===== config.mk =====
export PLATFORM = sky130hd
export DESIGN_NAME = axis_downsizer
export DESIGN_NICKNAME = d
export VERILOG_FILES = /design/src/rtl/axis_downsizer_pkg.sv /design/src/rtl/axis_lane_pick.sv /design/src/rtl/axis_downsizer.sv
export SDC_FILE = /design/constraint.sdc
export NUM_CORES = 1
export LEC_CHECK = 0
export CORE_UTILIZATION = 25
export DETAILED_ROUTE_END_ITERATION = 6
export GPL_TIMING_DRIVEN = 0
export HOLD_SLACK_MARGIN = 0.02
export PLACE_DENSITY = 0.48
export SLEW_MARGIN = 20
export SYNTH_ARGS = -nofsm -noshare
export SYNTH_HDL_FRONTEND = slang
export SYNTH_SLANG_ARGS = --single-unit

===== constraint.sdc =====
create_clock -name aclk -period 4.75 [get_ports aclk]
set_clock_uncertainty 0.05 [all_clocks]
set_input_delay 0.7125 -clock aclk [delete_from_list [all_inputs] [get_ports aclk]]
set_output_delay 0.7125 -clock aclk [all_outputs]
set_load 0.01 [all_outputs]

===== src/rtl/axis_downsizer_pkg.sv =====
// Shared helpers for the AXI-Stream N*W -> W downsizer (lane mask arithmetic).
// Optional feature macro: AXIS_DOWNSIZER_KEEP_EN (per-lane tkeep skipping).
package axis_downsizer_pkg;

    localparam int unsigned MAX_N      = 32;
    localparam int unsigned DEF_W      = 40;
    localparam int unsigned DEF_N      = 2;
    localparam int unsigned LANE_IDX_W = $clog2(DEF_N);

    // Index width for an N-lane cursor; never zero so N=1 builds still elaborate.
    function automatic int unsigned lane_idx_w(input int unsigned n);
        return (n > 1) ? $clog2(n) : 1;
    endfunction

    function automatic logic [MAX_N-1:0] onehot_lowest(input logic [MAX_N-1:0] mask);
        return mask & (~mask + MAX_N'(1));
    endfunction

    function automatic logic is_single(input logic [MAX_N-1:0] mask);
        return (mask != '0) && ((mask & (mask - MAX_N'(1))) == '0);
    endfunction

endpackage


===== src/rtl/axis_lane_pick.sv =====
// Picks the lowest remaining lane of a mask: one-hot select, binary index, final-lane flag.
// Purely combinational.
module axis_lane_pick
    import axis_downsizer_pkg::*;
#(
    parameter  int unsigned N     = 2,
    localparam int unsigned IDX_W = lane_idx_w(N)
) (
    input  logic [N-1:0]     mask,
    output logic [N-1:0]     sel_oh_c,
    output logic [IDX_W-1:0] sel_idx_c,
    output logic             final_c
);

    always_comb begin
        sel_oh_c  = N'(onehot_lowest(MAX_N'(mask)));
        final_c   = is_single(MAX_N'(mask));
        sel_idx_c = '0;
        for (int i = 0; i < int'(N); i++) begin
            if (sel_oh_c[i]) begin
                sel_idx_c = IDX_W'(i);
            end
        end
    end

endmodule


===== src/rtl/axis_downsizer.sv =====
// AXI-Stream width converter: N*W-bit input beats out as N W-bit beats, lowest lane first.
// Define AXIS_DOWNSIZER_KEEP_EN to add in_tkeep and skip lanes whose keep bit is clear.
module axis_downsizer
    import axis_downsizer_pkg::*;
#(
    parameter int unsigned W = DEF_W,
    parameter int unsigned N = DEF_N
) (
    input  logic           aclk,
    input  logic           areset,
    input  logic [N*W-1:0] in_tdata,
`ifdef AXIS_DOWNSIZER_KEEP_EN
    input  logic [N-1:0]   in_tkeep,
`endif
    input  logic           in_tlast,
    input  logic           in_tvalid,
    output logic           in_tready,
    output logic [W-1:0]   out_tdata,
    output logic           out_tlast,
    output logic           out_tvalid,
    input  logic           out_tready
);

    localparam int unsigned IDX_W = lane_idx_w(N);

    logic [N*W-1:0]   buf_data_q, buf_data_d;
    logic [N-1:0]     buf_mask_q, buf_mask_d;
    logic             buf_last_q, buf_last_d;
    logic             buf_valid_q, buf_valid_d;

    logic [N-1:0]     sel_oh;
    logic [IDX_W-1:0] sel_idx;
    logic             final_lane;
    logic [N-1:0]     load_mask_c;
    logic             in_fire_c;
    logic             out_fire_c;

`ifdef AXIS_DOWNSIZER_KEEP_EN
    assign load_mask_c = in_tkeep;
`else
    assign load_mask_c = {N{1'b1}};
`endif

    axis_lane_pick #(.N(N)) u_lane_pick (
        .mask      (buf_mask_q),
        .sel_oh_c  (sel_oh),
        .sel_idx_c (sel_idx),
        .final_c   (final_lane)
    );

    // Output side is a pure function of the holding register; only in_tready sees out_tready.
    always_comb begin
        in_tready  = ~buf_valid_q | (out_tready & final_lane);
        out_tvalid = buf_valid_q;
        out_tdata  = buf_data_q[32'(sel_idx) * W +: W];
        out_tlast  = buf_last_q & final_lane;
        in_fire_c  = in_tvalid & in_tready;
        out_fire_c = buf_valid_q & out_tready;
    end

    // Next state: retire the presented lane, then a same-cycle accept overwrites the register.
    always_comb begin
        buf_data_d  = buf_data_q;
        buf_mask_d  = buf_mask_q;
        buf_last_d  = buf_last_q;
        buf_valid_d = buf_valid_q;
        if (out_fire_c) begin
            buf_mask_d = buf_mask_q & ~sel_oh;
            if (final_lane) begin
                buf_valid_d = 1'b0;
            end
        end
        if (in_fire_c) begin
            buf_data_d  = in_tdata;
            buf_mask_d  = load_mask_c;
            buf_last_d  = in_tlast;
            buf_valid_d = |load_mask_c;
        end
    end

    always_ff @(posedge aclk) begin
        if (areset) begin
            buf_data_q  <= '0;
            buf_mask_q  <= '0;
            buf_last_q  <= 1'b0;
            buf_valid_q <= 1'b0;
        end else begin
            buf_data_q  <= buf_data_d;
            buf_mask_q  <= buf_mask_d;
            buf_last_q  <= buf_last_d;
            buf_valid_q <= buf_valid_d;
        end
    end

endmodule


==> impl_metrics.tcl, run 1 <==
set metrics [dict create \
    status "finished, final reports clean" \
    crit_path_max_fanout 10 \
    nFillCells 1693 \
    grt_max_degree 14 \
    io_pins 128 \
    rsz0062_at_grt "false" \
    yosys_warnings 0 \
    drt_first_pass_iters 4 \
    cp.required_ns 3.99 \
    start_kind "flop" \
    grt_pass1_vias 3457 \
    yosysTopAreaCell "dfxtp_1" \
    setup_viol 0 \
    fin_crit_sh_pct 60.77 \
    path_class "flop to output port" \
    max-clock-path-buffers 2 \
    maxCapViolations 0 \
    cts_tree "yes" \
    fin_tns_setup_ns 0 \
    tightest_slew_ns 0.4399 \
    fin_crit_ns 2.886 \
    syn_inst 414 \
    synth_fa_ha_area_share_pct 0.5760 \
    area_growth_pct 42.86 \
    die_w_um 133.8 \
    drive_gt1_share_pct 12.97 \
    antenna_found_initial 0 \
    synth.cell_area_mm2 0.004344 \
    yosys.area_share.simple_pct 24.16 \
    ctsHoldBuffers 0 \
    vias 3206 \
    vdd_drop_max_v 0.0001653 \
    cts_resized 0 \
    cts_root_buffer "clkbuf_16" \
    track_usage_pct 13.83 \
    yosysUniqueCellTypes 17 \
    critical-path-top-delay-family "buffers and inverters" \
    syn_nets 501 \
    synth_commonest_cells "162 x nand2b_1, 84 x dfxtp_1, 82 x mux2i_1, 40 x mux2_2, 17 x clkbuf_1" \
    relSlewSlack_pct 70.68 \
    core_area_mm2 0.01676 \
    end_kind "output port" \
    die_h_um 133.8 \
    path_buf_inv 3 \
    yosysSeqAreaShare_pct 38.71 \
    synth_xor_area_share_pct 0 \
    postRouteAntennaNets 0 \
    grt_pass1_wl_um 18420 \
    synth_top_family_by_area "multiplexers" \
    htreeDepth 3 \
    synth_compound_area_share_pct 0.9217 \
    drc 0 \
    clkSlewWorstSetupHoldPaths_ns 0.06 \
    synth-main-ff-cell "dfxtp_1" \
    post_drt_wl_per_cell_um 15.24 \
    yosys_register_bits 84 \
    num_antenna_cells 0 \
    worst_hold_path_type "flop to flop" \
    cp_slowest_cell "clkdlybuf4s50_1" \
    synth-edff-count 0 \
    overflow 0 \
    gp_congestion 0.7257 \
    total_power_mw 1.962 \
    max_stage_delay_ns 0.48 \
    max_freq_ghz 0.3464 \
    synth.area.top_cells "dfxtp_1 39%, nand2b_1 23%, mux2i_1 19%, mux2_2 10%, buf_12 4.1%" \
    rows 47 \
    cts_buffers 9 \
    place_hpwl_um 8486 \
    syn_avg_cell_area_um2 10.49 \
    p_leak_nw 2.413 \
    drt-initial-drc-count 73 \
    hold_violations 0 \
    crit_arrival_ns 2.12 \
    worstSkewPairLatency_ns 0.34 \
    cts_sinks 84 \
    synth.mux.area_fraction_pct 29.26 \
    port_buffers 126 \
    post_cts_buffers 0 \
    final_util_pct 37.03 \
    synth_top_area_share_pct 38.71 \
    synth.most_common_cell "nand2b_1" \
    synthArstFlopShare_pct 0 \
    dieArea_mm2 0.01791 \
    slew_violations 0 \
    wl_um 11810 \
    path_cells "inv_1, ha_1, buf_2, mux2_2, clkdlybuf4s50_1" \
    hold-worst-slack_ns 0.4184 \
    final_nets 638 \
    via_per_inst 4.137 \
    power.density_mw_per_mm2 316.1 \
    start_util_pct 25.92 \
]
routing by layer:
metal	wire length [µm]	global-route usage [%]	part of all wire [%]
met1	5281	16.25	45
met2	5818	24.01	49
met3	588	4.535	5.0
met4	122	3.598	1.0
met5	0	0	0
cell usage in the layout (no fill, tap or decap):
cell	instances
a21bo_2	1
a21boi_2	1
a21oi_1	2
a221oi_1	1
and2b_1	1
buf_12	9
buf_2	5
bufinv_16	2
clkbuf_1	17
clkbuf_16	9
clkbuf_8	2
clkdlybuf4s50_1	126
clkinv_2	1
clkinvlp_4	1
dfxtp_1	84
ha_1	2
inv_1	2
mux2_2	40
mux2i_1	82
nand2_1	2
nand2b_1	162
nand2b_4	1
nor2_1	2
power by group:
group          internal, mW  leakage, nW  switching (mW)  total (mW)
registers             0.757        0.691          0.0262       0.783
clock network         0.485        0.158           0.284       0.770
logic                 0.250         1.56           0.160       0.410
through the flow:
stage               setup WS (ns)  cell area (µm²)  instances
floorplan                   2.883             4344        414
global placement            2.040             5881        760
detailed placement          2.052             5881        760
CTS                         1.808             6206        775
global route                1.749             6206        775
finish                      1.864             6206        775
logic make-up after synthesis:
group,after synthesis
compound gates,5
fa+ha+maj,2
buf+inv,33
flops,84
mux,122
simple gates,168
sequential cells by signal (all words and copies together) (netlist names):
register / count
buf_data_q: 80
buf_last_q: 1
buf_mask_q: 2
out_tvalid: 1
area by class of cell:
class	count	area (µm²)	area share, %
Buffer	31	269.0	4.335
Clock buffer	11	252.7	4.073
Clock inverter	4	72.57	1.169
Inverter	2	7.507	0.1210
Multi-Input combinational cell	297	2386	38.45
Sequential cell	84	1682	27.10
Tap cell	220	275.3	4.435
Timing Repair Buffer	126	1261	20.32
path summary, 6_finish.rpt:
kind	start	endpoint	slack, ns	depth (start not counted)
setup / recovery	buf_mask_q[0]	out_tdata[32]	1.86	5
setup reg to reg	buf_mask_q[0]	buf_data_q[65]	2.98	7
hold / removal	buf_data_q[5]	buf_data_q[5]	0.42	2
hold reg to reg	buf_data_q[5]	buf_data_q[5]	0.42	2
worst register-to-register path, delay by kind of cell, from the launching register on:
family | cells | cell delay (ns)
simple gates | 1 | 0.18
fa+ha+maj | 1 | 0.33
buf+inv | 3 | 0.40
compound gates | 1 | 0.18
mux | 1 | 0.20
flops | 1 | 0.35
No activity file was read; power rests on OpenSTA's default activity.
==> inputs of run 2 (changes only) <==
- clock period: 4.75 -> 2.7 ns (I/O delays scaled with it)
==> results of run 2 <==
The final DEF is identical to that of run 1. Status: finished, final reports clean.
Main changes from that run: setup slack after placement 2.052 ns -> 0.4539 ns; setup slack after layout 1.864 ns -> 0.1210 ns; hold slack 0.4184 ns -> 0.3760 ns; register-to-register setup slack 2.98 ns -> 0.93 ns; end point of the worst hold path buf_data_q[5] -> out_tvalid; total power 1.962 mW -> 3.452 mW; worst IR drop on VDD 0.0001653 V -> 0.0002909 V
==> inputs of run 3 (changes only) <==
- GPL_ROUTABILITY_DRIVEN: unset -> 0
- TNS_END_PERCENT: unset -> 100
==> results of run 3 <==
The final DEF is identical to that of run 1. Status: finished, final reports clean.
Main changes from that run: setup slack after placement 2.052 ns -> 0.4539 ns; setup slack after layout 1.864 ns -> 0.1210 ns; hold slack 0.4184 ns -> 0.3760 ns; register-to-register setup slack 2.98 ns -> 0.93 ns; end point of the worst hold path buf_data_q[5] -> out_tvalid; total power 1.962 mW -> 3.452 mW; worst IR drop on VDD 0.0001653 V -> 0.0002909 V
